<file path="config.mk">
export PLATFORM = sky130hd
export DESIGN_NAME = dmem_access_ctrl_flat
export DESIGN_NICKNAME = d
export VERILOG_FILES = /design/src/rtl/dmem_access_ctrl_if.sv /design/src/rtl/dmem_access_ctrl.sv /design/src/flat_wrapper.sv
export SDC_FILE = /design/constraint.sdc
export NUM_CORES = 1
export LEC_CHECK = 0
export ABC_AREA = 1
export CORE_MARGIN = 2
export CORE_UTILIZATION = 46
export DETAILED_ROUTE_END_ITERATION = 10
export PLACE_DENSITY = 0.9
export RECOVER_POWER = 100
export REMOVE_ABC_BUFFERS = 1
export SYNTH_ARGS = -nofsm -noshare
export SYNTH_HDL_FRONTEND = slang
export SYNTH_SLANG_ARGS = --single-unit
export TNS_END_PERCENT = 5
</file>
<file path="constraint.sdc">
create_clock -name clk -period 2.51 [get_ports clk]
set_clock_uncertainty 0.2 [all_clocks]
set_input_delay 0.753 -clock clk [delete_from_list [all_inputs] [get_ports clk]]
set_output_delay 0.753 -clock clk [all_outputs]
set_load 0.02 [all_outputs]
</file>
<file path="src/rtl/dmem_access_ctrl_if.sv">
// rtl/dmem_access_ctrl_if.sv - core/memory signal bundle for the data-memory access controller
interface dmem_access_ctrl_if #(
    parameter int ADDR_W = 7,
    parameter int DATA_W = 32
);
    logic              core_cen;
    logic              core_wen;
    logic [ADDR_W-1:0] core_a;
    logic [DATA_W-1:0] core_wdata;
    logic [DATA_W-1:0] core_rdata;
    logic              core_stall;
    logic              mem_req;
    logic              mem_we;
    logic [ADDR_W-1:0] mem_addr;
    logic [DATA_W-1:0] mem_wdata;
    logic              mem_ack;
    logic [DATA_W-1:0] mem_rdata;
    logic              err;

    modport master (
        input  core_cen, core_wen, core_a, core_wdata, mem_ack, mem_rdata,
        output core_rdata, core_stall, mem_req, mem_we, mem_addr, mem_wdata, err
    );

    modport slave (
        output core_cen, core_wen, core_a, core_wdata, mem_ack, mem_rdata,
        input  core_rdata, core_stall, mem_req, mem_we, mem_addr, mem_wdata, err
    );
endinterface

</file>
<file path="src/rtl/dmem_access_ctrl.sv">
// rtl/dmem_access_ctrl.sv - stalls a single-cycle core across variable-latency data memory, with a one-word read buffer
module dmem_access_ctrl #(
    parameter int                ADDR_W   = 7,
    parameter int                DATA_W   = 32,
    parameter int                TIMEOUT  = 16,
    parameter logic [DATA_W-1:0] ERR_DATA = 32'hDEADBEEF
) (
    input  logic                 clk,
    input  logic                 rst_n,
    dmem_access_ctrl_if.master   bus
);
    localparam int               CNT_W    = $clog2(TIMEOUT);
    localparam logic [CNT_W-1:0] CNT_LAST = CNT_W'(TIMEOUT - 1);

    typedef enum logic [1:0] {IDLE, BUSY, DONE} state_t;

    state_t            state;
    logic [CNT_W-1:0]  cnt;
    logic              buf_valid;
    logic [ADDR_W-1:0] buf_tag;
    logic [DATA_W-1:0] buf_data;
    logic [DATA_W-1:0] rdata_q;
    logic              mem_req_q;
    logic              mem_we_q;
    logic [ADDR_W-1:0] mem_addr_q;
    logic [DATA_W-1:0] mem_wdata_q;
    logic              err_q;

    logic req;
    logic hit;

    assign req = ~bus.core_cen;
    assign hit = (state == IDLE) && req && bus.core_wen && buf_valid && (buf_tag == bus.core_a);

    // Stall and hit data are combinational so a buffer hit costs no cycle.
    always_comb begin
        bus.core_stall = 1'b0;
        case (state)
            IDLE:    bus.core_stall = req && !hit;
            BUSY:    bus.core_stall = 1'b1;
            default: bus.core_stall = 1'b0;
        endcase
        bus.core_rdata = hit ? buf_data : rdata_q;
    end

    assign bus.mem_req   = mem_req_q;
    assign bus.mem_we    = mem_we_q;
    assign bus.mem_addr  = mem_addr_q;
    assign bus.mem_wdata = mem_wdata_q;
    assign bus.err       = err_q;

    always_ff @(posedge clk or negedge rst_n) begin
        if (!rst_n) begin
            state       <= IDLE;
            cnt         <= '0;
            buf_valid   <= 1'b0;
            buf_tag     <= '0;
            buf_data    <= '0;
            rdata_q     <= '0;
            mem_req_q   <= 1'b0;
            mem_we_q    <= 1'b0;
            mem_addr_q  <= '0;
            mem_wdata_q <= '0;
            err_q       <= 1'b0;
        end else begin
            case (state)
                IDLE: begin
                    if (hit) begin
                        rdata_q <= buf_data;
                    end else if (req) begin
                        mem_we_q    <= ~bus.core_wen;
                        mem_addr_q  <= bus.core_a;
                        mem_wdata_q <= bus.core_wdata;
                        mem_req_q   <= 1'b1;
                        cnt         <= '0;
                        state       <= BUSY;
                    end
                end
                BUSY: begin
                    // An ack in the last allowed cycle still counts as success.
                    if (bus.mem_ack) begin
                        mem_req_q <= 1'b0;
                        state     <= DONE;
                        if (!mem_we_q) begin
                            rdata_q   <= bus.mem_rdata;
                            buf_valid <= 1'b1;
                            buf_tag   <= mem_addr_q;
                            buf_data  <= bus.mem_rdata;
                        end else if (buf_valid && (buf_tag == mem_addr_q)) begin
                            buf_data <= mem_wdata_q;
                        end
                    end else if (cnt == CNT_LAST) begin
                        mem_req_q <= 1'b0;
                        err_q     <= 1'b1;
                        buf_valid <= 1'b0;
                        if (!mem_we_q) begin
                            rdata_q <= ERR_DATA;
                        end
                        state <= DONE;
                    end else begin
                        cnt <= cnt + 1'b1;
                    end
                end
                DONE: begin
                    state <= IDLE;
                end
                default: begin
                    state <= IDLE;
                end
            endcase
        end
    end
endmodule

</file>
<file path="src/flat_wrapper.sv">
// flat-port wrapper written by rule: the top's interface ports become plain ports
module dmem_access_ctrl_flat 
#(
    parameter int                ADDR_W   = 7,
    parameter int                DATA_W   = 32,
    parameter int                TIMEOUT  = 16,
    parameter logic [DATA_W-1:0] ERR_DATA = 32'hDEADBEEF
)
  (clk, rst_n, bus_core_cen, bus_core_wen, bus_core_a, bus_core_wdata, bus_mem_ack, bus_mem_rdata, bus_core_rdata, bus_core_stall, bus_mem_req, bus_mem_we, bus_mem_addr, bus_mem_wdata, bus_err);
  dmem_access_ctrl_if #(.ADDR_W(ADDR_W), .DATA_W(DATA_W)) bus_i ();
  input  logic clk;
  input  logic rst_n;
  input wire logic [$bits(bus_i.core_cen)-1:0] bus_core_cen;
  input wire logic [$bits(bus_i.core_wen)-1:0] bus_core_wen;
  input wire logic [$bits(bus_i.core_a)-1:0] bus_core_a;
  input wire logic [$bits(bus_i.core_wdata)-1:0] bus_core_wdata;
  input wire logic [$bits(bus_i.mem_ack)-1:0] bus_mem_ack;
  input wire logic [$bits(bus_i.mem_rdata)-1:0] bus_mem_rdata;
  output wire logic [$bits(bus_i.core_rdata)-1:0] bus_core_rdata;
  output wire logic [$bits(bus_i.core_stall)-1:0] bus_core_stall;
  output wire logic [$bits(bus_i.mem_req)-1:0] bus_mem_req;
  output wire logic [$bits(bus_i.mem_we)-1:0] bus_mem_we;
  output wire logic [$bits(bus_i.mem_addr)-1:0] bus_mem_addr;
  output wire logic [$bits(bus_i.mem_wdata)-1:0] bus_mem_wdata;
  output wire logic [$bits(bus_i.err)-1:0] bus_err;
  assign bus_i.core_cen = bus_core_cen;
  assign bus_i.core_wen = bus_core_wen;
  assign bus_i.core_a = bus_core_a;
  assign bus_i.core_wdata = bus_core_wdata;
  assign bus_i.mem_ack = bus_mem_ack;
  assign bus_i.mem_rdata = bus_mem_rdata;
  assign bus_core_rdata = bus_i.core_rdata;
  assign bus_core_stall = bus_i.core_stall;
  assign bus_mem_req = bus_i.mem_req;
  assign bus_mem_we = bus_i.mem_we;
  assign bus_mem_addr = bus_i.mem_addr;
  assign bus_mem_wdata = bus_i.mem_wdata;
  assign bus_err = bus_i.err;
  dmem_access_ctrl #(.ADDR_W(ADDR_W), .DATA_W(DATA_W), .TIMEOUT(TIMEOUT), .ERR_DATA(ERR_DATA)) u_core (.clk(clk), .rst_n(rst_n), .bus(bus_i));
endmodule
</file>
==> flow_summary.json, run 1 <==
{
  "outcome": "finished, violations left",
  "failing_checks": "max-capacitance violations, max-slew violations, negative setup slack",
  "track_usage_pct": 29.2,
  "via_per_inst": 5.50,
  "via_count_of_the_first_global_routing_pass": 6857,
  "switching_share_pct": 42.6,
  "whs_path_depth": 1,
  "p_seq_share_pct": 28.0,
  "worst-endpoint-required_ps": 1560,
  "clk-insertion-delay-late_ps": 420,
  "synth-seq-area-share_pct": 47.3,
  "drt_drc_violations_left": 0,
  "drive_gt1_share_pct": 25.0,
  "detailedPlacementHpwl_um": 12500,
  "finalWorstPathRequiredPeriod_ps": 3040,
  "critPathMaxFanout": 20,
  "floorplan.core_area_um2": 13300,
  "max_cap_viol_count": 1,
  "r2r-end": "u_core.buf_data[4]$_DFFE_PN0P_",
  "layout.nets": 1132,
  "irDropWorstVdd_mv": 0.883,
  "timing.critical_path.from": "bus_core_a[2]",
  "wirelength_um": 21500,
  "cts_max_level": 4,
  "yosysWarnings": 0,
  "number_of_unique_standard_cell_types_used_by_synthesis": 33,
  "ctsRootBufferMaster": "clkbuf_16",
  "drt_pre_antenna_iters": 7,
  "die_height_um": 122,
  "worst_hold_path_type": "reg -> reg",
  "mean_cell_area_of_the_mapped_netlist_um2": 7.42,
  "routed_wire_length_per_instance_um": 17.3,
  "synth_seq_cells": 120,
  "synth_fa_ha_area_share_pct": 0.197,
  "synthSimpleGateAreaFrac_pct": 33.6,
  "whs_endpoint": "u_core.bus.err$_DFFE_PN0P_",
  "buffer_ports.inserted": 150,
  "grt_start_max_net_pins": 73,
  "timing.max_slew.rel_slack_pct": -21.8,
  "chipWidth_um": 122,
  "final_area_um2": 9560,
  "placementRows": 42,
  "tritoncts_num_sinks": 120,
  "tritoncts": "built",
  "switchingPower_mw": 5.55,
  "powerDensity_nw_per_um2": 1360,
  "drt_first_iter_violations": 836,
  "final-setup-viol-count": 116,
  "synth_compound_gate_area_share_pct": 8.33,
  "netlist_area_um2": 6350,
  "dp_slack_ps": -1310,
  "detailed_place.area_um2": 8320,
  "rsz0062_at_grt": "yes",
  "ant_nets": 0,
  "maximum_clock_frequency_mhz": 329,
  "stdcell_count": 1244,
  "layout_worst_path_cycle_share_pct": 121,
  "end_kind": "primary output",
  "power.share.combinational_pct": 52.2,
  "timing_worst_setup_path_type": "in -> out",
  "cellInternalPower_mw": 7.47,
  "post_synth_inst_count": 856,
  "ff2ff_path_depth": 11,
  "static-leakage-power_nw": 4.75,
  "gp_congestion": 0.863,
  "number_of_buffers_inserted_by_hold_repair_at_cts": 0,
  "min_from": "u_core.bus.err$_DFFE_PN0P_",
  "count_of_inserted_antenna_diode_cells": 0,
  "route.vias.total": 6843,
  "slew_viol_final": 73,
  "reg2reg_from": "u_core.state[1]$_DFFE_PN0P_",
  "flow.area_growth_from_synthesis_pct": 50.5,
  "cts.reportedPaths.clkPinSlew_ps": 50,
  "antenna_found_initial": 0,
  "globalRouteOverflowTotal": 0,
  "dp_cells": 1185,
  "timing.final.ws_setup_ps": -532,
  "slew_at_the_pin_with_the_worst_max_slew_slack_ps": 1830,
  "initial_core_utilization_pct": 47.6,
  "portion_of_total_power_attributed_to_the_clock_network_pct": 19.8,
  "grt_first_pass_wirelength_um": 33300,
  "synth_xor_xnor_area_share_pct": 0.926,
  "cp_data_arrival_time_ps": 2090,
  "timing.final.hold_violations": 0,
  "timing.reg2reg.setup_slack_ps": -240,
  "ctsLongestPathBuffers": 2,
  "muxShareOfSynthArea_pct": 1.58,
  "combinational_family_with_the_most_area_after_synthesis": "simple AND/OR/NAND/NOR gates",
  "top_level_ports": 151,
  "cts-buffers-inserted": 17,
  "die_area_um2": 14800,
  "worst_setup_path_start_kind": "primary input"
}
==> area by class of cell <==
cell class / instances / area (um^2)
Timing Repair Buffer: 227 / 2210
Inverter: 70 / 263
Clock buffer: 25 / 515
Fill cell: 969 / 3790
Sequential cell: 120 / 3010
Multi-Input combinational cell: 619 / 3230
Tap cell: 176 / 220
Clock inverter: 7 / 113
==> sequential cells by signal (all words and copies together) (netlist names) <==
signal                count
u_core.buf_valid          1
u_core.buf_tag            7
u_core.buf_data          32
u_core.bus.mem_wdata     32
u_core.bus.err            1
u_core.bus.mem_addr       7
u_core.cnt                4
u_core.bus.mem_we         1
u_core.bus.mem_req        1
u_core.state              2
u_core.rdata_q           32
==> logic make-up after synthesis <==
logic type	count (synthesis)
flip-flops	120
XOR/XNOR	5
AND/OR/NAND/NOR	499
buffers and inverters	118
AO/OA/AOI/OAI	104
multiplexers	9
adder cells (fa/ha/maj)	1
==> power groups by stage <==
stage / logic, mW / registers (mW) / clock network, mW
finish: 6.80 / 3.64 / 2.58
floorplan: 3.09 / 3.85 / 0
global placement: 5.95 / 3.47 / 0
CTS: 6.39 / 3.54 / 2.60
global route: 7.39 / 3.73 / 2.70
detailed placement: 6.12 / 3.50 / 0
==> metal layers <==
layer  wire length [um]  vias up  global-route usage (%)
li1                   -     3141                       -
met1               8300     3235                    36.1
met2              10600      391                    47.3
met3               1870       76                    7.85
met4                794        0                    14.8
met5                  0        -                       0
==> through the flow <==
stage | power (mW) | hold WS [ps] | util (%) | setup TNS [ps]
final | 13.0 | 262 | 71.6 | -27790
after detailed placement | 9.62 | 253 | 62.3 | -77940
after CTS | 12.5 | 167 | 69.2 | -14510
after global routing | 13.8 | 277 | 71.6 | -50800
after floorplan | 6.94 | 249 | - | -85940
after global placement | 9.41 | 251 | 62.3 | -71570
==> how the worst max path moves through the flow <==
stage	endpoint	slack, ps
floorplan	bus_core_stall	-1600
global placement	bus_core_rdata[19]	-1260
detailed placement	bus_core_rdata[24]	-1310
CTS	bus_core_rdata[10]	-520
global route	bus_core_rdata[9]	-620
finish	bus_core_rdata[10]	-530
==> cells in the mapped netlist, drive strengths merged <==
master / instances / share of area [%]
nand4: 1 / 0.099
clkbuf: 18 / 1.1
o22ai: 1 / 0.099
buf: 30 / 2.9
nand3: 130 / 10
a21oi: 55 / 4.5
and2: 8 / 0.79
nand3b: 1 / 0.12
nand2: 331 / 20
inv: 69 / 4.1
clkinv: 1 / 0.059
mux2: 8 / 1.4
dfrtp: 120 / 47
mux2i: 1 / 0.16
nor3: 2 / 0.33
o21ai: 48 / 3.8
or2: 3 / 0.30
xor2: 5 / 0.93
ha: 1 / 0.20
nor2: 23 / 1.9
==> cells in the final DEF (no fill, tap or decap), types with 8 or more instances in the layout <==
cell type        instances
nor2_4                   9
nand3_1                121
dfrtp_1                115
buf_2                   13
inv_2                   14
a21oi_1                 53
buf_12                   8
buf_6                   34
o21ai_0                 37
clkbuf_16               20
mux2_2                   8
buf_4                   57
nand2_4                 17
inv_1                   55
o21ai_1                 11
nand2_2                 47
clkdlybuf4s50_1        107
nor2_1                  14
nand2_1                267
==> repair_timing <==
action | in CTS | in global routing
buffers inserted | 18 | 5
pin swaps | 24 | 14
endpoints found under the setup margin | 74 | 33
resized for setup | 271 | 83
gates cloned | 2 | 3
==> worst max-delay path: stages <==
cell and delay [ps]:
buf_2 140, xor2_4 210, nor3_4 290, buf_6 150, buf_12 150, nand3_1 160
nand2_2 130, buf_6 120
Note: power is estimated with default switching activity, not from simulation.
==> run 2, diff against run 1 <==
PLACE_DENSITY = 0.78   (was 0.9)
==> flow_summary.json, run 2 (synthesized netlist as in run 1, its figures left out) <==
{
  "slew_at_the_pin_with_the_worst_max_slew_slack_ps": 1440,
  "via_per_inst": 5.27,
  "ctsRootBufferMaster": "clkbuf_16",
  "die_height_um": 122,
  "dp_slack_ps": -1250,
  "grt_first_pass_wirelength_um": 32000,
  "ant_nets": 0,
  "max_stage_delay_ps": 190,
  "placementRows": 42,
  "finalWorstPathRequiredPeriod_ps": 3040,
  "grt_use_met3_pct": 7.42,
  "crit_path_top_delay_cell": "nor3_4",
  "drt_first_iter_violations": 582,
  "track_usage_pct": 27.9,
  "maximum_clock_frequency_mhz": 329,
  "routed_wire_length_per_instance_um": 16.2,
  "grt_busiest_layer": "met2",
  "timing.final.hold_violations": 0,
  "layout_worst_path_cycle_share_pct": 121,
  "via_count_of_the_first_global_routing_pass": 6440,
  "critPathMaxFanout": 7,
  "global_route.usage.met1_pct": 35.9,
  "multi_input_comb_area_um2": 3150,
  "antenna_found_initial": 0,
  "commonest_non_fill_non_tap_cells_in_the_layout": "273 x nand2_1, 118 x dfrtp_1, 115 x nand3_1, 75 x clkdlybuf4s50_1, 57 x inv_1",
  "irDropWorstVdd_mv": 0.724,
  "route.vias.total": 6468,
  "filler_cell_count": 1059,
  "failing_checks": "negative setup slack",
  "grt_start_max_net_pins": 56,
  "worst-endpoint-required_ps": 1560,
  "globalRouteOverflowTotal": 0,
  "floorplan.core_area_um2": 13300,
  "chipWidth_um": 122,
  "static-leakage-power_nw": 4.66,
  "clk-insertion-delay-late_ps": 420,
  "powerDensity_nw_per_um2": 1310,
  "detailedPlacementHpwl_um": 12100,
  "flow.area_growth_from_synthesis_pct": 47.4,
  "layout_commonest_cell": "nand2_1",
  "final-setup-viol-count": 82,
  "count_of_inserted_antenna_diode_cells": 0,
  "end_kind": "primary output",
  "timing_worst_setup_path_type": "in -> out",
  "drt_drc_violations_left": 0,
  "die_area_um2": 14800,
  "worst-path-buf-inv": 5,
  "cts_max_level": 4,
  "worst_setup_path_start_kind": "primary input",
  "wirelength_um": 19900,
  "footprint_of_the_flip_flops_and_latches_um2": 3010,
  "tritoncts": "built",
  "critical-path-top-delay-family": "buffers and inverters",
  "timing.reg2reg.setup_slack_ps": -150,
  "dp_cells": 1179,
  "worst_hold_path_type": "reg -> reg",
  "stdcell_count": 1228,
  "layout.nets": 1117,
  "initial_core_utilization_pct": 47.6,
  "fin_total_pwr_mw": 12.3,
  "drt_pre_antenna_iters": 5,
  "cts.reportedPaths.clkPinSlew_ps": 50,
  "timing.max_slew.rel_slack_pct": 3.81,
  "slew_viol_final": 0,
  "top_level_ports": 151,
  "timing.final.ws_setup_ps": -532,
  "max_cap_viol_count": 0,
  "cts-buffers-inserted": 17,
  "rsz0062_at_grt": "yes",
  "critical_path_cell_by_cell": "buf_2 -> xor2_2 -> buf_4 -> nor3_4 -> buf_6 -> nand2_8 -> buf_12 -> nand2_4 -> nand2_2 -> buf_6",
  "cp_data_arrival_time_ps": 2090,
  "number_of_buffers_inserted_by_hold_repair_at_cts": 0,
  "gr-usage-met2_pct": 45.3,
  "critPathMostFrequentCell": "buf_6",
  "outcome": "finished, violations left",
  "gp_congestion": 0.914,
  "drive_gt1_share_pct": 23.0,
  "ctsLongestPathBuffers": 2,
  "buffer_ports.inserted": 150,
  "tritoncts_num_sinks": 120
}
run 2: cell count changes in the layout (fill, tap and decap cells not counted), sizes merged:
| cell | previous run | this run |
|---|---|---|
| clkinv | 4 | 6 |
| inv | 69 | 68 |
| bufinv | 3 | 0 |
| buf | 112 | 98 |
| clkdlybuf4s15 | 0 | 1 |
| clkinvlp | 1 | 0 |
| clkdlybuf4s50 | 107 | 75 |
| nand3 | 131 | 130 |
| dlygate4sd3 | 0 | 32 |
| clkbuf | 33 | 34 |
run 2: final timing paths:
kind	from	endpoint	cells past startpoint
hold reg to reg	u_core.bus.err$_DFFE_PN0P_	u_core.bus.err$_DFFE_PN0P_	1
hold / removal	u_core.bus.err$_DFFE_PN0P_	u_core.bus.err$_DFFE_PN0P_	1
setup reg to reg	u_core.state[1]$_DFFE_PN0P_	u_core.buf_data[8]$_DFFE_PN0P_	11
setup / recovery	bus_core_a[2]	bus_core_rdata[6]	10
max in group asynchronous	rst_n	u_core.rdata_q[19]$_DFFE_PN0P_	2
min in group asynchronous	rst_n	u_core.bus.mem_wdata[30]$_DFFE_PN0P_	1
run 2: worst reg2reg max path, stage by stage (launching register included):
cell and delay [ps]:
dfrtp_1 410, inv_2 70, buf_4 100, nand2_2 50
clkbuf_2 530, nor2_4 310, inv_1 100, or2_2 330
nand2_2 160, buf_12 170, nand2_1 60, o21ai_0 90
run 2: power by group:
group | switching (mW) | total, mW | internal, mW | leakage (nW)
Sequential | 0.713 | 3.60 | 2.89 | 1.46
Clock | 0.806 | 2.10 | 1.30 | 0.249
Combinational | 3.78 | 6.58 | 2.80 | 2.95
Total | 5.30 | 12.3 | 6.98 | 4.66
run 2: cell type report:
cell class / count / share of cell area [%]
Clock buffer: 27 / 5.16
Clock inverter: 4 / 0.214
Inverter: 70 / 2.81
Multi-Input combinational cell: 618 / 33.7
Sequential cell: 120 / 32.1
Tap cell: 176 / 2.35
Timing Repair Buffer: 213 / 23.7
run 2: stage by stage:
stage	setup TNS [ps]	area [um^2]	util (%)	hold slack, ps
global placement	-59640	8300	62.2	250
floorplan	-85940	6100	-	249
CTS	-15020	9370	70.2	54.6
detailed placement	-63460	8300	62.2	258
finish	-20270	9360	70.2	261
global route	-35580	9360	70.2	287
run 2: timing repair:
item                                    in CTS  in global routing
setup buffers                               12                  0
gates resized for setup                    328                 11
endpoints found under the setup margin      66                 33
gates cloned                                 6                  0
pin swaps                                   38                  6
run 2: layer usage:
layer	up-vias	wire length, um
met5	-	0
met4	0	500
met3	44	1310
met2	238	9430
met1	3069	8660
li1	3117	-
==> run 3, diff against run 2 <==
CORE_UTILIZATION = 35   (was 46)
PLACE_DENSITY = 0.62   (was 0.78)
SETUP_SLACK_MARGIN = 0.3   (was default)
==> flow_summary.json, run 3 (synthesized netlist as in run 1, its figures left out) <==
{
  "cts_max_level": 4,
  "irDropWorstVdd_mv": 0.611,
  "cts-buffers-inserted": 17,
  "drt_drc_violations_left": 0,
  "timing.reg2reg.setup_slack_ps": -420,
  "timing.critical_path.from": "bus_core_a[0]",
  "worst-endpoint-required_ps": 1560,
  "flow.area_growth_from_synthesis_pct": 60.7,
  "powerDensity_nw_per_um2": 1290,
  "timing.final.hold_violations": 0,
  "timing_worst_setup_path_type": "in -> out",
  "worst_hold_path_type": "in -> async",
  "critical_path_cell_by_cell": "buf_2 -> inv_2 -> nand2_2 -> nand2_1 -> nor2_2 -> nand2_1 -> nor2_4 -> buf_4 -> buf_12 -> buf_16 -> nand3_4 -> and2_4 -> buf_6",
  "critical_path_depth": 13,
  "detailedPlacementHpwl_um": 12900,
  "cp_data_arrival_time_ps": 2100,
  "wirelength_um": 22500,
  "timing.critical_path.to": "bus_core_rdata[17]",
  "outcome": "finished, violations left",
  "static-leakage-power_nw": 5.10,
  "cts.reportedPaths.clkPinSlew_ps": 60,
  "slew_at_the_pin_with_the_worst_max_slew_slack_ps": 1050,
  "ant_nets": 0,
  "timing.max_slew.rel_slack_pct": 29.7,
  "die_height_um": 139,
  "end_kind": "primary output",
  "final-setup-viol-count": 103,
  "max_cap_viol_count": 0,
  "gp_congestion": 0.774,
  "layout_worst_path_cycle_share_pct": 121,
  "track_usage_pct": 21.7,
  "tritoncts": "built",
  "critPathMaxFanout": 4,
  "route.vias.total": 6572,
  "routed_wire_length_per_instance_um": 17.1,
  "via_per_inst": 4.98,
  "number_of_buffers_inserted_by_hold_repair_at_cts": 0,
  "placementRows": 49,
  "timing.final.ws_setup_ps": -539,
  "commonest_non_fill_non_tap_cells_in_the_layout": "263 x nand2_1, 117 x dfrtp_1, 80 x nand3_1, 65 x clkdlybuf4s50_1, 58 x nand2_2",
  "failing_checks": "negative setup slack",
  "worst_setup_path_start_kind": "primary input",
  "critPathMostFrequentCell": "nand2_1",
  "top_level_ports": 151,
  "via_count_of_the_first_global_routing_pass": 6322,
  "clk-insertion-delay-late_ps": 420,
  "maximum_clock_frequency_mhz": 328,
  "globalRouteOverflowTotal": 0,
  "floorplan.core_area_um2": 17900,
  "r2r-end": "u_core.buf_data[13]$_DFFE_PN0P_",
  "grt_first_pass_wirelength_um": 33500,
  "stdcell_count": 1319,
  "layout_commonest_cell": "nand2_1",
  "chipWidth_um": 139,
  "drt_first_iter_violations": 522,
  "slew_viol_final": 0,
  "drive_gt1_share_pct": 31.4,
  "max_stage_delay_ps": 160,
  "drt_pre_antenna_iters": 5,
  "die_area_um2": 19200,
  "ctsLongestPathBuffers": 2,
  "ctsRootBufferMaster": "clkbuf_16",
  "grt_start_max_net_pins": 50,
  "count_of_inserted_antenna_diode_cells": 0,
  "dp_slack_ps": -1350,
  "detailed_place.area_um2": 8390,
  "rsz0062_at_grt": "yes",
  "crit_path_top_delay_cell": "and2_4",
  "antenna_found_initial": 0,
  "dp_cells": 1235,
  "layout.nets": 1154,
  "tritoncts_num_sinks": 120,
  "finalWorstPathRequiredPeriod_ps": 3050,
  "final_area_um2": 10200,
  "reg2reg_from": "u_core.buf_tag[1]$_DFFE_PN0P_",
  "critical-path-top-delay-family": "simple AND/OR/NAND/NOR gates",
  "buffer_ports.inserted": 150,
  "worst-path-buf-inv": 6,
  "ff2ff_path_depth": 19,
  "initial_core_utilization_pct": 35.5
}
==> run 3: cell count changes in the layout (fill, tap and decap cells not counted), moves of 9 or more <==
cell / previous run / this run
nand3_2: 12 / 41
buf_6: 33 / 57
nand2_2: 49 / 58
buf_4: 39 / 49
clkdlybuf4s50_1: 75 / 65
o21ai_0: 41 / 31
nand2_1: 273 / 263
dlygate4sd3_1: 32 / 0
nand3_1: 115 / 80
dlygate4sd2_1: 0 / 42
==> run 3: worst min-delay path by stage <==
stage,cells past startpoint,start,end
2_1_floorplan,2,u_core.rdata_q[0]$_DFFE_PN0P_,u_core.rdata_q[0]$_DFFE_PN0P_
3_3_place_gp,1,u_core.bus.err$_DFFE_PN0P_,u_core.bus.err$_DFFE_PN0P_
3_5_place_dp,1,u_core.bus.err$_DFFE_PN0P_,u_core.bus.err$_DFFE_PN0P_
4_1_cts,1,rst_n,u_core.bus.mem_wdata[23]$_DFFE_PN0P_
5_1_grt,1,u_core.bus.err$_DFFE_PN0P_,u_core.bus.err$_DFFE_PN0P_
6_report,1,rst_n,u_core.bus.mem_wdata[23]$_DFFE_PN0P_
==> run 3: timing repair <==
item | CTS | global route
endpoints found under the setup margin | 122 | 112
gates resized for setup | 275 | 207
cloned | 1 | 10
setup buffers | 36 | 5
endpoints found under the hold margin | 0 | 0
pin swaps | 19 | 47
==> run 3: where the power goes <==
part	leakage [nW]	internal, mW	switching, mW
Clock	0.311	1.73	0.885
Combinational	3.33	2.92	3.98
Sequential	1.46	2.89	0.749
==> run 3: final cells by class <==
type	count	area, um^2
clock inverter	9	145
multi-input combinational	618	3430
tap	229	287
inverter	70	263
fill	1599	7690
clock buffer	23	478
timing repair buffer	250	2600
sequential	120	3010
==> run 3: worst reg2reg max path, cell delays in order (launching register included) <==
cell and delay (ps):
dfrtp_2 410, inv_2 60, buf_6 110, buf_6 100
buf_6 100, buf_6 100, buf_6 100, buf_6 100
buf_6 100, buf_6 100, buf_6 100, buf_6 100
nand2_2 40, nand4_1 100, nor3_2 290, nand3_2 210
buf_6 190, clkbuf_16 170, nand3_1 70, nand2_1 50
==> run 3: stage by stage <==
| stage | TNS, ps | hold slack (ps) | power [mW] | utilization, % |
|---|---|---|---|---|
| after floorplan | -85940 | 249 | 6.94 | - |
| after global placement | -81180 | 259 | 9.61 | 46.8 |
| after detailed placement | -84480 | 262 | 9.69 | 46.8 |
| after CTS | -26730 | 90.5 | 12.3 | 52.2 |
| after global routing | -41330 | 283 | 14.0 | 57.0 |
| final | -28700 | 226 | 13.2 | 57.0 |
==> run 3: routing by layer <==
metal / vias to the layer above / track usage, % / share of wire (%)
met3: 23 / 5.32 / 5.8
met5: - / 0 / 0
met2: 227 / 35.3 / 48
met1: 3140 / 28.9 / 45
li1: 3182 / - / -
met4: 0 / 6.65 / 1.4
